--- src/rtl/uart_tx_framer_if.sv ---
// Byte handshake between a producer and the UART transmit framer.
interface uart_tx_framer_if;
    logic [7:0] in_data;
    logic       in_valid;
    logic       in_ready;

    modport master (output in_data, output in_valid, input in_ready);
    modport slave  (input in_data, input in_valid, output in_ready);
endinterface

--- src/rtl/uart_tx_framer.sv ---
// Buffered 8N1 UART transmitter: byte FIFO in front of a start/data/stop
// framer that is paced by an external baud generator it enables itself.
module uart_tx_framer #(
    parameter int FifoDepth = 4
) (
    input  logic                         clk,
    input  logic                         reset,
    uart_tx_framer_if.slave              in_if,
    output logic                         baud_enable,
    input  logic                         baud_tick,
    output logic                         tx,
    output logic                         busy,
    output logic [$clog2(FifoDepth):0]   fifo_count
);

    localparam int PtrW = $clog2(FifoDepth);
    localparam int CntW = PtrW + 1;

    typedef enum logic [2:0] {
        S_IDLE,
        S_WAIT,
        S_START,
        S_DATA,
        S_STOP
    } state_e;

    state_e            state_q, state_d;
    logic [7:0]        mem_q [FifoDepth];
    logic [PtrW-1:0]   wr_ptr_q, rd_ptr_q;
    logic [CntW-1:0]   count_q, count_d;
    logic [7:0]        shift_q, shift_d;
    logic [2:0]        idx_q, idx_d;
    logic              tx_q, tx_d;
    logic              baud_en_q, baud_en_d;
    logic              push, pop, fifo_empty;

    // No bypass: a full FIFO refuses a byte even while a pop is in flight.
    assign in_if.in_ready = (count_q < CntW'(FifoDepth));
    assign push           = in_if.in_valid && in_if.in_ready;
    assign fifo_empty     = (count_q == '0);

    // State register.
    // NOTE: sequential state always uses non-blocking (<=) assignments.
    always_ff @(posedge clk or posedge reset) begin
        if (reset) state_q <= S_IDLE;
        else       state_q <= state_d;
    end

    // Next-state logic: every transition after IDLE is paced by baud ticks.
    // NOTE: every combinational output gets a default first so no latch is inferred.
    always_comb begin
        state_d = state_q;
        unique case (state_q)
            S_IDLE:  if (!fifo_empty) state_d = S_WAIT;
            S_WAIT:  if (baud_tick) state_d = S_START;
            S_START: if (baud_tick) state_d = S_DATA;
            S_DATA:  if (baud_tick && idx_q == 3'd7) state_d = S_STOP;
            S_STOP:  if (baud_tick) state_d = fifo_empty ? S_IDLE : S_START;
            default: state_d = S_IDLE;
        endcase
    end

    // Output/datapath logic: line level, shifter, bit index, pop and baud enable.
    always_comb begin
        pop       = 1'b0;
        tx_d      = tx_q;
        baud_en_d = baud_en_q;
        shift_d   = shift_q;
        idx_d     = idx_q;
        unique case (state_q)
            S_IDLE: begin
                if (!fifo_empty) begin
                    pop       = 1'b1;
                    shift_d   = mem_q[rd_ptr_q];
                    baud_en_d = 1'b1;
                end
            end
            S_WAIT: begin
                if (baud_tick) tx_d = 1'b0;
            end
            S_START: begin
                if (baud_tick) begin
                    tx_d    = shift_q[0];
                    shift_d = {1'b0, shift_q[7:1]};
                    idx_d   = 3'd0;
                end
            end
            S_DATA: begin
                if (baud_tick) begin
                    if (idx_q != 3'd7) begin
                        tx_d    = shift_q[0];
                        shift_d = {1'b0, shift_q[7:1]};
                        idx_d   = idx_q + 3'd1;
                    end else begin
                        tx_d = 1'b1;
                    end
                end
            end
            S_STOP: begin
                if (baud_tick) begin
                    // Chain straight into the next start bit when data waits,
                    // keeping the generator running so frames abut.
                    if (!fifo_empty) begin
                        pop     = 1'b1;
                        shift_d = mem_q[rd_ptr_q];
                        tx_d    = 1'b0;
                    end else begin
                        baud_en_d = 1'b0;
                    end
                end
            end
            default: ;
        endcase
    end

    // Occupancy update; simultaneous push and pop cancel out.
    always_comb begin
        count_d = count_q;
        unique case ({push, pop})
            2'b10:   count_d = count_q + CntW'(1);
            2'b01:   count_d = count_q - CntW'(1);
            default: count_d = count_q;
        endcase
    end

    // FIFO storage write.
    // NOTE: storage is not reset; the count and pointers alone define which entries are valid.
    always_ff @(posedge clk) begin
        if (push) mem_q[wr_ptr_q] <= in_if.in_data;
    end

    // Pointers, count and framer datapath; reset aborts a frame and idles the line high.
    always_ff @(posedge clk or posedge reset) begin
        if (reset) begin
            wr_ptr_q  <= '0;
            rd_ptr_q  <= '0;
            count_q   <= '0;
            shift_q   <= '0;
            idx_q     <= '0;
            tx_q      <= 1'b1;
            baud_en_q <= 1'b0;
        end else begin
            if (push) wr_ptr_q <= wr_ptr_q + PtrW'(1);
            if (pop)  rd_ptr_q <= rd_ptr_q + PtrW'(1);
            count_q   <= count_d;
            shift_q   <= shift_d;
            idx_q     <= idx_d;
            tx_q      <= tx_d;
            baud_en_q <= baud_en_d;
        end
    end

    assign tx          = tx_q;
    assign baud_enable = baud_en_q;
    assign busy        = (state_q != S_IDLE);
    assign fifo_count  = count_q;

endmodule
--- src/flat_wrapper.sv ---
// flat-port wrapper written by rule: the top's interface ports become plain ports
module uart_tx_framer_flat 
#(
    parameter int FifoDepth = 4
)
  (clk, reset, baud_enable, baud_tick, tx, busy, fifo_count, in_if_in_data, in_if_in_valid, in_if_in_ready);
  uart_tx_framer_if in_if_i ();
  input  logic clk;
  input  logic reset;
  output logic baud_enable;
  input  logic baud_tick;
  output logic tx;
  output logic busy;
  output logic [$clog2(FifoDepth):0] fifo_count;
  input wire logic [$bits(in_if_i.in_data)-1:0] in_if_in_data;
  input wire logic [$bits(in_if_i.in_valid)-1:0] in_if_in_valid;
  output wire logic [$bits(in_if_i.in_ready)-1:0] in_if_in_ready;
  assign in_if_i.in_data = in_if_in_data;
  assign in_if_i.in_valid = in_if_in_valid;
  assign in_if_in_ready = in_if_i.in_ready;
  uart_tx_framer #(.FifoDepth(FifoDepth)) u_core (.clk(clk), .reset(reset), .in_if(in_if_i), .baud_enable(baud_enable), .baud_tick(baud_tick), .tx(tx), .busy(busy), .fifo_count(fifo_count));
endmodule
--- config.mk ---
export PLATFORM = sky130hd
export DESIGN_NAME = uart_tx_framer_flat
export DESIGN_NICKNAME = d
export VERILOG_FILES = /design/src/rtl/uart_tx_framer_if.sv /design/src/rtl/uart_tx_framer.sv /design/src/flat_wrapper.sv
export SDC_FILE = /design/constraint.sdc
export NUM_CORES = 1
export LEC_CHECK = 0
export BUFFER_PORTS_ARGS = -buffer_cell sky130_fd_sc_hd__buf_4
export CAP_MARGIN = 10
export CORE_ASPECT_RATIO = 0.7
export CORE_MARGIN = 1.5
export CORE_UTILIZATION = 40
export DETAILED_ROUTE_END_ITERATION = 10
export GPL_ROUTABILITY_DRIVEN = 0
export PLACE_DENSITY = 0.59
export SLEW_MARGIN = 20
export SYNTH_ARGS = -nofsm -noshare
export SYNTH_HDL_FRONTEND = slang
export SYNTH_SLANG_ARGS = --single-unit
--- constraint.sdc ---
create_clock -name clk -period 2.3 [get_ports clk]
set_input_delay 0.23 -clock clk [delete_from_list [all_inputs] [get_ports clk]]
set_output_delay 0.23 -clock clk [all_outputs]
set_load 0.05 [all_outputs]
==> results.json <==
{
  "clock_skew_ps": 6.77,
  "synth_area_per_cell_sq_um": 14.1,
  "total_power_mw": 3.55,
  "synth_edf_count": 32,
  "clk_pin_slew_ps": 100,
  "worstSkewPairLatency_ps": 300,
  "setup_viol": 0,
  "cp_max_fo": 4,
  "internal_power_mw": 2.28,
  "maxCapViolCount": 0,
  "seq_power_share": 0.432,
  "crit_path_start_kind": "flip-flop",
  "drc_errors": 0,
  "crit_slowest_cell": "nor4b_2",
  "htreeDepth": 2,
  "seq_area_frac_synth": 0.595,
  "cts_buffer_depth": 2,
  "die_w_um": 99.1,
  "synth_seq_cells": 55,
  "cts_setup_buffers": 0,
  "yosysWarnings": 0,
  "critical_path.endpoint_type": "flip-flop",
  "fin_setup_tns_ps": 0,
  "io_buffers": 18,
  "min_period_over_period": 0.938,
  "nets": 224,
  "syn_area_sq_um": 2590,
  "firstDrtPassIters": 4,
  "grt_pass1_vias": 1565,
  "yosysTopAreaCell": "edfxtp_1",
  "numCtsBuffers": 5,
  "pin_count": 19,
  "layout_common_cells": "edfxtp_1, buf_4, dfrtp_1, inv_1, nor2_1",
  "ctsResizeCount": 0,
  "area_growth_pct": 12.4,
  "netlist.area_leader.share": 0.372,
  "vias_per_cell": 5.18,
  "hold_ws_ps": 113,
  "std_cell_rows": 24,
  "core-area_sq_um": 6250,
  "slew_viol_final": 0,
  "antenna_left": 0,
  "drive_gt1_frac": 0.259,
  "chipHeight_um": 70.3,
  "worst-path-stages": 8,
  "synth_area_leaders": "edfxtp_1, dfrtp_1, mux2_4, ha_1, mux2i_1",
  "cts.hold.buffers_added": 0,
  "grt_use_total": 0.148,
  "critPathBufInv": 1,
  "leakage_nw": 1.14,
  "combPwrFrac": 0.389,
  "crit_path_cell_trace": "nor4b_2, nor4b_4, ha_1, inv_1, fa_1, xor2_1, nor2_1, xnor2_1",
  "cp_top_family": "simple AND/OR/NAND/NOR gates",
  "max_freq_ghz": 0.463,
  "post_drt_wl_per_cell_um": 16.3,
  "first_iter_violations": 79,
  "yosys.cell_types.count": 46,
  "layout_commonest_cell": "edfxtp_1",
  "p_clk_frac": 0.179,
  "switchingPower_mw": 1.27,
  "crit_required_ps": 2490,
  "grt_setup_unrepaired": "false",
  "critPathKind": "flip-flop to flip-flop",
  "status": "finished clean",
  "syn_inst": 184,
  "fp.dieArea_sq_um": 6960,
  "irDropWorstVdd_mv": 0.683,
  "period_minus_slack_ps": 2160,
  "switching_share": 0.358,
  "grt_pass1_wl_um": 7780,
  "syn-num-nets": 204,
  "critPathArrivalTime_ps": 2350,
  "start_util": 0.414,
  "cts_tree": "done",
  "hold_viol_final": 0,
  "cts_num_sinks": 55,
  "slew_headroom": 0.406,
  "worst_pin_slew_ps": 890,
  "antenna_found_initial": 0,
  "wl_um": 4600,
  "async_flop_share": 0.418,
  "vias": 1467,
  "worst_r2r_path_depth": 8,
  "synth_ff_type": "edfxtp_1",
  "dpl.hpwl_um": 3130,
  "p_per_area_nw_per_um2": 1220,
  "cts_root_buf": "clkbuf_8",
  "antennaDiodeCount": 0,
  "crit_path_max_incr_delay_ps": 590,
  "grt_overflow": 0,
  "grt_max_degree": 24,
  "worstHoldPathType": "primary input to async pin"
}
per-layer routing:
metal / part of all wire / vias up / global-route usage
li1: - / 719 / -
met1: 0.49 / 725 / 0.213
met2: 0.47 / 19 / 0.226
met3: 0.030 / 4 / 0.0340
met4: 0.010 / 0 / 0.0454
met5: 0 / - / 0
state kept, by name (all words and copies together), names as in the netlist:
signal              flops
u_core.mem_q           32
u_core.shift_q          8
u_core.fifo_count       3
u_core.idx_q            3
u_core.state_q          3
u_core.rd_ptr_q         2
u_core.wr_ptr_q         2
u_core.baud_enable      1
u_core.tx               1
kinds of logic after synthesis:
| logic type | Yosys count | share of synthesized area |
|---|---|---|
| adders and majority gates | 8 | 0.0416 |
| muxes | 18 | 0.0890 |
| AOI/OAI and AO/OA | 34 | 0.106 |
| buffers and inverters | 21 | 0.0455 |
| and+or+nand+nor | 42 | 0.103 |
| DFF | 55 | 0.595 |
| xor gates and xnor gates | 6 | 0.0203 |
stage by stage:
stage	instances	cell area, sq um	util	worst slack [ps]
4_1_cts	283	2900	0.464	55.7
3_3_place_gp	275	2790	0.446	172
3_5_place_dp	275	2790	0.446	85.9
6_report	283	2910	0.466	142
2_1_floorplan	184	2590	-	62.8
5_1_grt	283	2910	0.466	8.03
path summary, 6_finish.rpt:
path                                   start                    to  slack, ps
max reg2reg                u_core.state_q[0]  u_core.fifo_count[2]        140
min in group clk            in_if_in_data[4]    u_core.mem_q[1][4]        130
max                        u_core.state_q[0]  u_core.fifo_count[2]        140
min reg2reg                        u_core.tx             u_core.tx        500
min                                    reset    u_core.wr_ptr_q[1]        110
max in group asynchronous              reset  u_core.fifo_count[1]       1590
worst reg2reg max path: stages (launching register included):
cell,delay [ps]
dfrtp_1,440
nor4b_2,590
nor4b_4,120
ha_1,250
inv_1,80
fa_1,190
xor2_1,180
nor2_1,80
xnor2_1,130
cells in the mapped netlist, types with 3 or more instances:
cell	number
o21ai_0	3
nor2b_1	6
mux2_4	7
a311oi_1	7
buf_6	4
clkbuf_1	4
and2b_1	3
nor2_1	9
dfrtp_1	22
ha_1	7
a22o_1	3
inv_1	10
edfxtp_1	32
a2111oi_0	7
and2_1	4
mux2i_1	8
nand2_1	7
xnor2_1	4
final cells by class:
class / instances / area (sq um)
Fill cell: 554 / 3340
Inverter: 10 / 37.5
Clock buffer: 5 / 68.8
Tap cell: 78 / 97.6
Timing Repair Buffer: 24 / 180
Sequential cell: 55 / 1540
Multi-Input combinational cell: 108 / 940
Clock inverter: 3 / 42.5
power by group through the flow:
stage               sequential [mW]  clock [mW]  combinational [mW]
floorplan                      1.59           0                1.03
finish                         1.53       0.635                1.38
detailed placement             1.54           0                1.39
CTS                            1.53       0.650                1.40
global placement               1.53           0                1.35
global route                   1.57       0.694                1.53
Power figures use the tool's default switching activity.
